**src/rtl/freq_pkg.sv**
```systemverilog
// Shared definitions for the channel programmer and the receive-side tuner.
package freq_pkg;

  localparam int unsigned FREQ_W = 16;
  localparam int unsigned REG_W  = 8;

  // Channel-change sequence: compute the word, then write its two bytes.
  typedef enum logic [1:0] {
    StIdle,
    StCalc,
    StWrLo,
    StWrHi
  } state_e;

  // Legacy packed layout: {lo_addr, word[7:0], hi_addr, word[15:8]}.
  function automatic logic [2*FREQ_W-1:0] pack_freq(input logic [REG_W-1:0]  lo_addr,
                                                    input logic [REG_W-1:0]  hi_addr,
                                                    input logic [FREQ_W-1:0] word);
    return {lo_addr, word[REG_W-1:0], hi_addr, word[FREQ_W-1:REG_W]};
  endfunction

endpackage

```
**src/rtl/freq_word_calc.sv**
```systemverilog
// Registered frequency word: word = BASE + ch*STEP, updated when load_i is high.
// The product is formed at FREQ_W+ChW bits and truncated, so large channels wrap.
module freq_word_calc
  import freq_pkg::*;
#(
  parameter int unsigned        ChW  = 5,
  parameter logic [FREQ_W-1:0]  Base = 16'h3C00,
  parameter logic [FREQ_W-1:0]  Step = 16'h0030
) (
  input  logic              clk_i,
  input  logic              rst_i,
  input  logic              load_i,
  input  logic [ChW-1:0]    ch_i,
  output logic [FREQ_W-1:0] word_o
);

  localparam int unsigned ProdW = FREQ_W + ChW;

  logic [ProdW-1:0]  prod;
  logic [ProdW-1:0]  sum;
  logic [FREQ_W-1:0] word_q;

  // Full-width multiply-add; only the low FREQ_W bits are kept.
  always_comb begin
    prod = {{FREQ_W{1'b0}}, ch_i} * {{ChW{1'b0}}, Step};
    sum  = prod + {{ChW{1'b0}}, Base};
  end

  // Word register; reset value is the channel-0 word.
  always_ff @(posedge clk_i) begin
    if (rst_i) begin
      word_q <= Base;
    end else if (load_i) begin
      word_q <= sum[FREQ_W-1:0];
    end
  end

  assign word_o = word_q;

endmodule

```
**src/rtl/freq_chan_prog.sv**
```systemverilog
// Radio channel programmer: channel register, optional hop sequencer and a
// two-write (low byte, then high byte) register-write handshake.
// Optional feature: define FREQ_HOP_EN to honour hop_req.
module freq_chan_prog
  import freq_pkg::*;
#(
  parameter int unsigned       NCH        = 32,
  parameter int unsigned       CH_W       = 5,
  parameter logic [FREQ_W-1:0] BASE       = 16'h3C00,
  parameter logic [FREQ_W-1:0] STEP       = 16'h0030,
  parameter logic [REG_W-1:0]  LO_ADDR    = 8'h0C,
  parameter logic [REG_W-1:0]  HI_ADDR    = 8'h0D,
  parameter int unsigned       HOP_STRIDE = 5
) (
  input  logic                clk,
  input  logic                rst,
  input  logic                ch_load,
  input  logic [CH_W-1:0]     ch_in,
  input  logic                hop_req,
  output logic                wr_valid,
  input  logic                wr_ready,
  output logic [REG_W-1:0]    wr_addr,
  output logic [REG_W-1:0]    wr_data,
  output logic [CH_W-1:0]     cur_ch,
  output logic [FREQ_W-1:0]   freq_word,
  output logic [2*FREQ_W-1:0] freq_data,
  output logic                busy
);

  if (NCH < 2) begin : gen_nch_chk
    $error("NCH must be at least 2");
  end
  if ((64'd1 << CH_W) < 64'(NCH)) begin : gen_chw_chk
    $error("CH_W too narrow for NCH");
  end

  localparam logic [CH_W-1:0] MaxCh = CH_W'(NCH - 1);

  state_e          state_q, state_d;
  logic [CH_W-1:0] cur_ch_q, cur_ch_d;
  logic [CH_W-1:0] load_ch;
  logic [CH_W-1:0] hop_ch;

  // Requested channel saturated to the top channel.
  assign load_ch = (ch_in > MaxCh) ? MaxCh : ch_in;

`ifdef FREQ_HOP_EN
  if (HOP_STRIDE < 1 || HOP_STRIDE >= NCH) begin : gen_stride_chk
    $error("HOP_STRIDE must be in [1, NCH)");
  end

  localparam logic [CH_W:0] Stride = (CH_W + 1)'(HOP_STRIDE);
  localparam logic [CH_W:0] NchW   = (CH_W + 1)'(NCH);

  logic [CH_W:0] hop_sum;
  logic [CH_W:0] hop_wrap;

  // Modular advance; one conditional subtract suffices since stride < NCH.
  always_comb begin
    hop_sum  = {1'b0, cur_ch_q} + Stride;
    hop_wrap = (hop_sum >= NchW) ? (hop_sum - NchW) : hop_sum;
    hop_ch   = hop_wrap[CH_W-1:0];
  end
`else
  logic unused_hop;
  assign unused_hop = hop_req ^ (HOP_STRIDE == 0);
  assign hop_ch     = cur_ch_q;
`endif

  // Next state and channel; requests outside IDLE are dropped, load beats hop.
  always_comb begin
    state_d  = state_q;
    cur_ch_d = cur_ch_q;
    unique case (state_q)
      StIdle: begin
        if (ch_load) begin
          cur_ch_d = load_ch;
          state_d  = StCalc;
        end
`ifdef FREQ_HOP_EN
        else if (hop_req) begin
          cur_ch_d = hop_ch;
          state_d  = StCalc;
        end
`endif
      end
      StCalc: state_d = StWrLo;
      StWrLo: if (wr_ready) state_d = StWrHi;
      StWrHi: if (wr_ready) state_d = StIdle;
      default: state_d = StIdle;
    endcase
  end

  // State and channel registers.
  always_ff @(posedge clk) begin
    if (rst) begin
      state_q  <= StIdle;
      cur_ch_q <= '0;
    end else begin
      state_q  <= state_d;
      cur_ch_q <= cur_ch_d;
    end
  end

  freq_word_calc #(
    .ChW  (CH_W),
    .Base (BASE),
    .Step (STEP)
  ) u_calc (
    .clk_i  (clk),
    .rst_i  (rst),
    .load_i (state_q == StCalc),
    .ch_i   (cur_ch_q),
    .word_o (freq_word)
  );

  // Write port decoded from registered state and word only, so address and
  // data are inherently stable while the consumer stalls.
  always_comb begin
    wr_valid = 1'b0;
    wr_addr  = '0;
    wr_data  = '0;
    unique case (state_q)
      StWrLo: begin
        wr_valid = 1'b1;
        wr_addr  = LO_ADDR;
        wr_data  = freq_word[REG_W-1:0];
      end
      StWrHi: begin
        wr_valid = 1'b1;
        wr_addr  = HI_ADDR;
        wr_data  = freq_word[FREQ_W-1:REG_W];
      end
      default: ;
    endcase
  end

  assign cur_ch    = cur_ch_q;
  assign busy      = (state_q != StIdle);
  assign freq_data = pack_freq(LO_ADDR, HI_ADDR, freq_word);

endmodule

```
**config.mk**
```make
export PLATFORM = sky130hd
export DESIGN_NAME = freq_chan_prog
export DESIGN_NICKNAME = d
export VERILOG_FILES = /design/src/rtl/freq_pkg.sv /design/src/rtl/freq_word_calc.sv /design/src/rtl/freq_chan_prog.sv
export SDC_FILE = /design/constraint.sdc
export NUM_CORES = 1
export LEC_CHECK = 0
export ABC_AREA = 1
export ABC_CLOCK_PERIOD_IN_PS = 1300
export CAP_MARGIN = 20
export CORE_UTILIZATION = 33
export DETAILED_ROUTE_END_ITERATION = 8
export PLACE_DENSITY = 0.77
export SLEW_MARGIN = 20
export SYNTH_ARGS = -nofsm -noshare
export SYNTH_HDL_FRONTEND = slang
export SYNTH_SLANG_ARGS = --single-unit
export TNS_END_PERCENT = 20
```
**constraint.sdc**
```tcl
create_clock -name clk -period 1.3 [get_ports clk]
set_input_delay 0.13 -clock clk [delete_from_list [all_inputs] [get_ports clk]]
set_output_delay 0.13 -clock clk [all_outputs]
set_load 0.05 [all_outputs]
```
==> flow_metrics.tcl <==
set metrics [dict create \
    status "complete, but fails checks" \
    failed_checks "negative setup slack" \
    fillers 273 \
    synth_cells 173 \
    clk_latency_ns 0.25 \
    globalplace.congestion 0.861 \
    synth_seq_cells 15 \
    hold_viol_final 0 \
    rsz0062_at_grt "yes" \
    max_freq_mhz 703 \
    area.growth.synth_to_final_pct 79.7 \
    grt_max_degree 12 \
    die_width_um 63.5 \
    met2_usage_pct 24.6 \
    cts_tree "yes" \
    die_h_um 63.5 \
    viasPerCell 4.09 \
    arrival_ns 1.29 \
    vias 1104 \
    clkPwrFrac_pct 6.2 \
    grt_pass1_vias 962 \
    setup_viol_count_final 11 \
    finalCritPeriodShare_pct 109 \
    syn_area_sq_mm 0.00125 \
    met1_usage_pct 15.5 \
    cts_buffer_depth 2 \
    start_util_pct 36.0 \
    skew_ns 0.00478 \
    h-tree-depth 1 \
    nNetsFinal 246 \
    synth.avg_cell_area_sq_um 7.21 \
    drt-pass1-iter-count 4 \
    intPower_w 0.00313 \
    crit_required_ns 1.17 \
    setup_ws_ns -0.123 \
    cts_hold_buf 0 \
    drive_gt1_share_pct 46.0 \
    p_leak_nw 1.08 \
    grt_pass1_wl_um 4370 \
    ys_types 20 \
    path_clk_slew_ns 0.06 \
    cts_sinks 15 \
    ios 81 \
    drc 0 \
    row_count 21 \
    start_kind "register" \
    antenna_cells 0 \
    powerDensity_mw_per_mm2 2780 \
    p_seq_share_pct 14.5 \
    top_usage_layer "met2" \
    p_comb_share_pct 79.3 \
    overflow 0 \
    critical_path_class "reg2out" \
    antenna_found_initial 0 \
    hold_class "in2reg" \
    drv_slew 0 \
    cts-root-buf "clkbuf_8" \
    numCtsBuffers 3 \
    dpl.hpwl_um 2230 \
    core_sq_mm 0.00347 \
    drt-total-wl_um 2840 \
    synth-warning-count 0 \
    drt_iter0_markers 20 \
    switchingPower_w 0.00312 \
    ant_nets 0 \
    globalRouteMet3Util_pct 2.54 \
    wl_per_cell_um 10.5 \
    critPathMaxFanout 3 \
    ir_worst_vdd_mv 1.55 \
    die_area_sq_mm 0.00403 \
    final_common_cell "buf_12" \
    post-place-ws_ns -0.128 \
    final_area_sq_mm 0.00224 \
    p_sw_share_pct 49.9 \
    cp-end-kind "output pin" \
    drv_cap 0 \
    ys_seq_area_share_pct 24.1 \
    place_area_sq_mm 0.00211 \
    layout_min_cycle_time_ns 1.42 \
    mostFrequentLayoutCells "buf_12 (41), conb_1 (31), nor2_1 (19), buf_4 (17), nand2_1 (13)" \
    grtUsageTotal_pct 13.9 \
    numPortBuffers 48 \
]
==> layer usage <==
metal  share of wire (%)  vias up
li1                    -      553
met2                  53       54
met4                 1.9        0
met5                   0        -
met3                 6.6        5
met1                  39      492
==> Yosys cell counts <==
master     n  area share, %
inv_1     20            6.0
nand2_1   22            6.6
buf_4     49             29
nor2_1    19            5.7
o21ai_0    9            3.6
nand3_1    7            2.8
ha_1      10             10
o21ai_2    1           0.70
buf_2      1           0.40
or2_2      1           0.50
fa_1       1            1.6
nand2_2    3            1.5
dfxtp_1   15             24
buf_6      1           0.90
nand3b_1   1           0.60
a21oi_1    7            2.8
xnor2_1    1           0.70
a22o_1     1           0.70
conb_1     2           0.60
inv_2      2           0.60
==> cell type report <==
type	instances	area (sq um)	share of cell area, %
Tap cell	46	57.6	2.57
Timing Repair Buffer	69	1060	47.4
Sequential cell	15	318	14.2
Multi-Input combinational cell	114	673	30.0
Inverter	22	86.3	3.85
Clock buffer	4	45.0	2.01
==> cells by family after synthesis <==
group	share of synthesized area [%]
AO/OA/AOI/OAI	7.82
adder cells (fa/ha/maj)	11.6
flip-flops	24.1
buffers and inverters	37.4
other	0.602
AND/OR/NAND/NOR	17.8
XOR/XNOR	0.702
==> path summary, 6_finish.rpt <==
kind              start                to  slack, ns  cells past startpoint
max          state_q[0]        wr_data[6]      -0.12                      5
min            ch_in[0]         cur_ch[0]       0.45                      3
max reg2reg   cur_ch[0]  u_calc.word_o[9]      -0.08                      8
min reg2reg   cur_ch[4]         cur_ch[4]       0.52                      2
==> power by group through the flow <==
stage	Combinational, W	Clock [W]	Sequential, W
2_1_floorplan	0.00233	0	0.00127
6_report	0.00495	0.000386	0.000908
4_1_cts	0.00487	0.000388	0.000908
3_5_place_dp	0.00474	0	0.000892
5_1_grt	0.00519	0.000413	0.000937
3_3_place_gp	0.00467	0	0.000879
==> through the flow <==
stage          power (W)  std cells  TNS [ns]  utilization [%]  hold slack, ns
2_1_floorplan    0.00360        202     -1.00                -           0.199
3_3_place_gp     0.00555        262    -0.128             60.7           0.498
3_5_place_dp     0.00563        262    -0.260             60.7           0.507
4_1_cts          0.00616        268    -0.903             63.7           0.448
5_1_grt          0.00654        270     -1.77             64.6           0.454
6_report         0.00624        270    -0.826             64.6           0.449
==> repair_timing <==
action	CTS	global route
gates resized for setup	21	9
pin swaps	6	2
setup endpoints to repair	19	26
setup buffers	2	2
endpoints found under the hold margin	0	0
==> worst max-delay path: stages (launching register included) <==
cell and delay, ns:
dfxtp_2 0.34, inv_2 0.05, ha_4 0.17, buf_6 0.12
a22o_1 0.20, buf_12 0.15
==> registers in the layout, summed over array words and instances, names as in the netlist <==
signal,count
u_calc.word_o,8
state_q,2
cur_ch,5
Power figures use the tool's default switching activity.
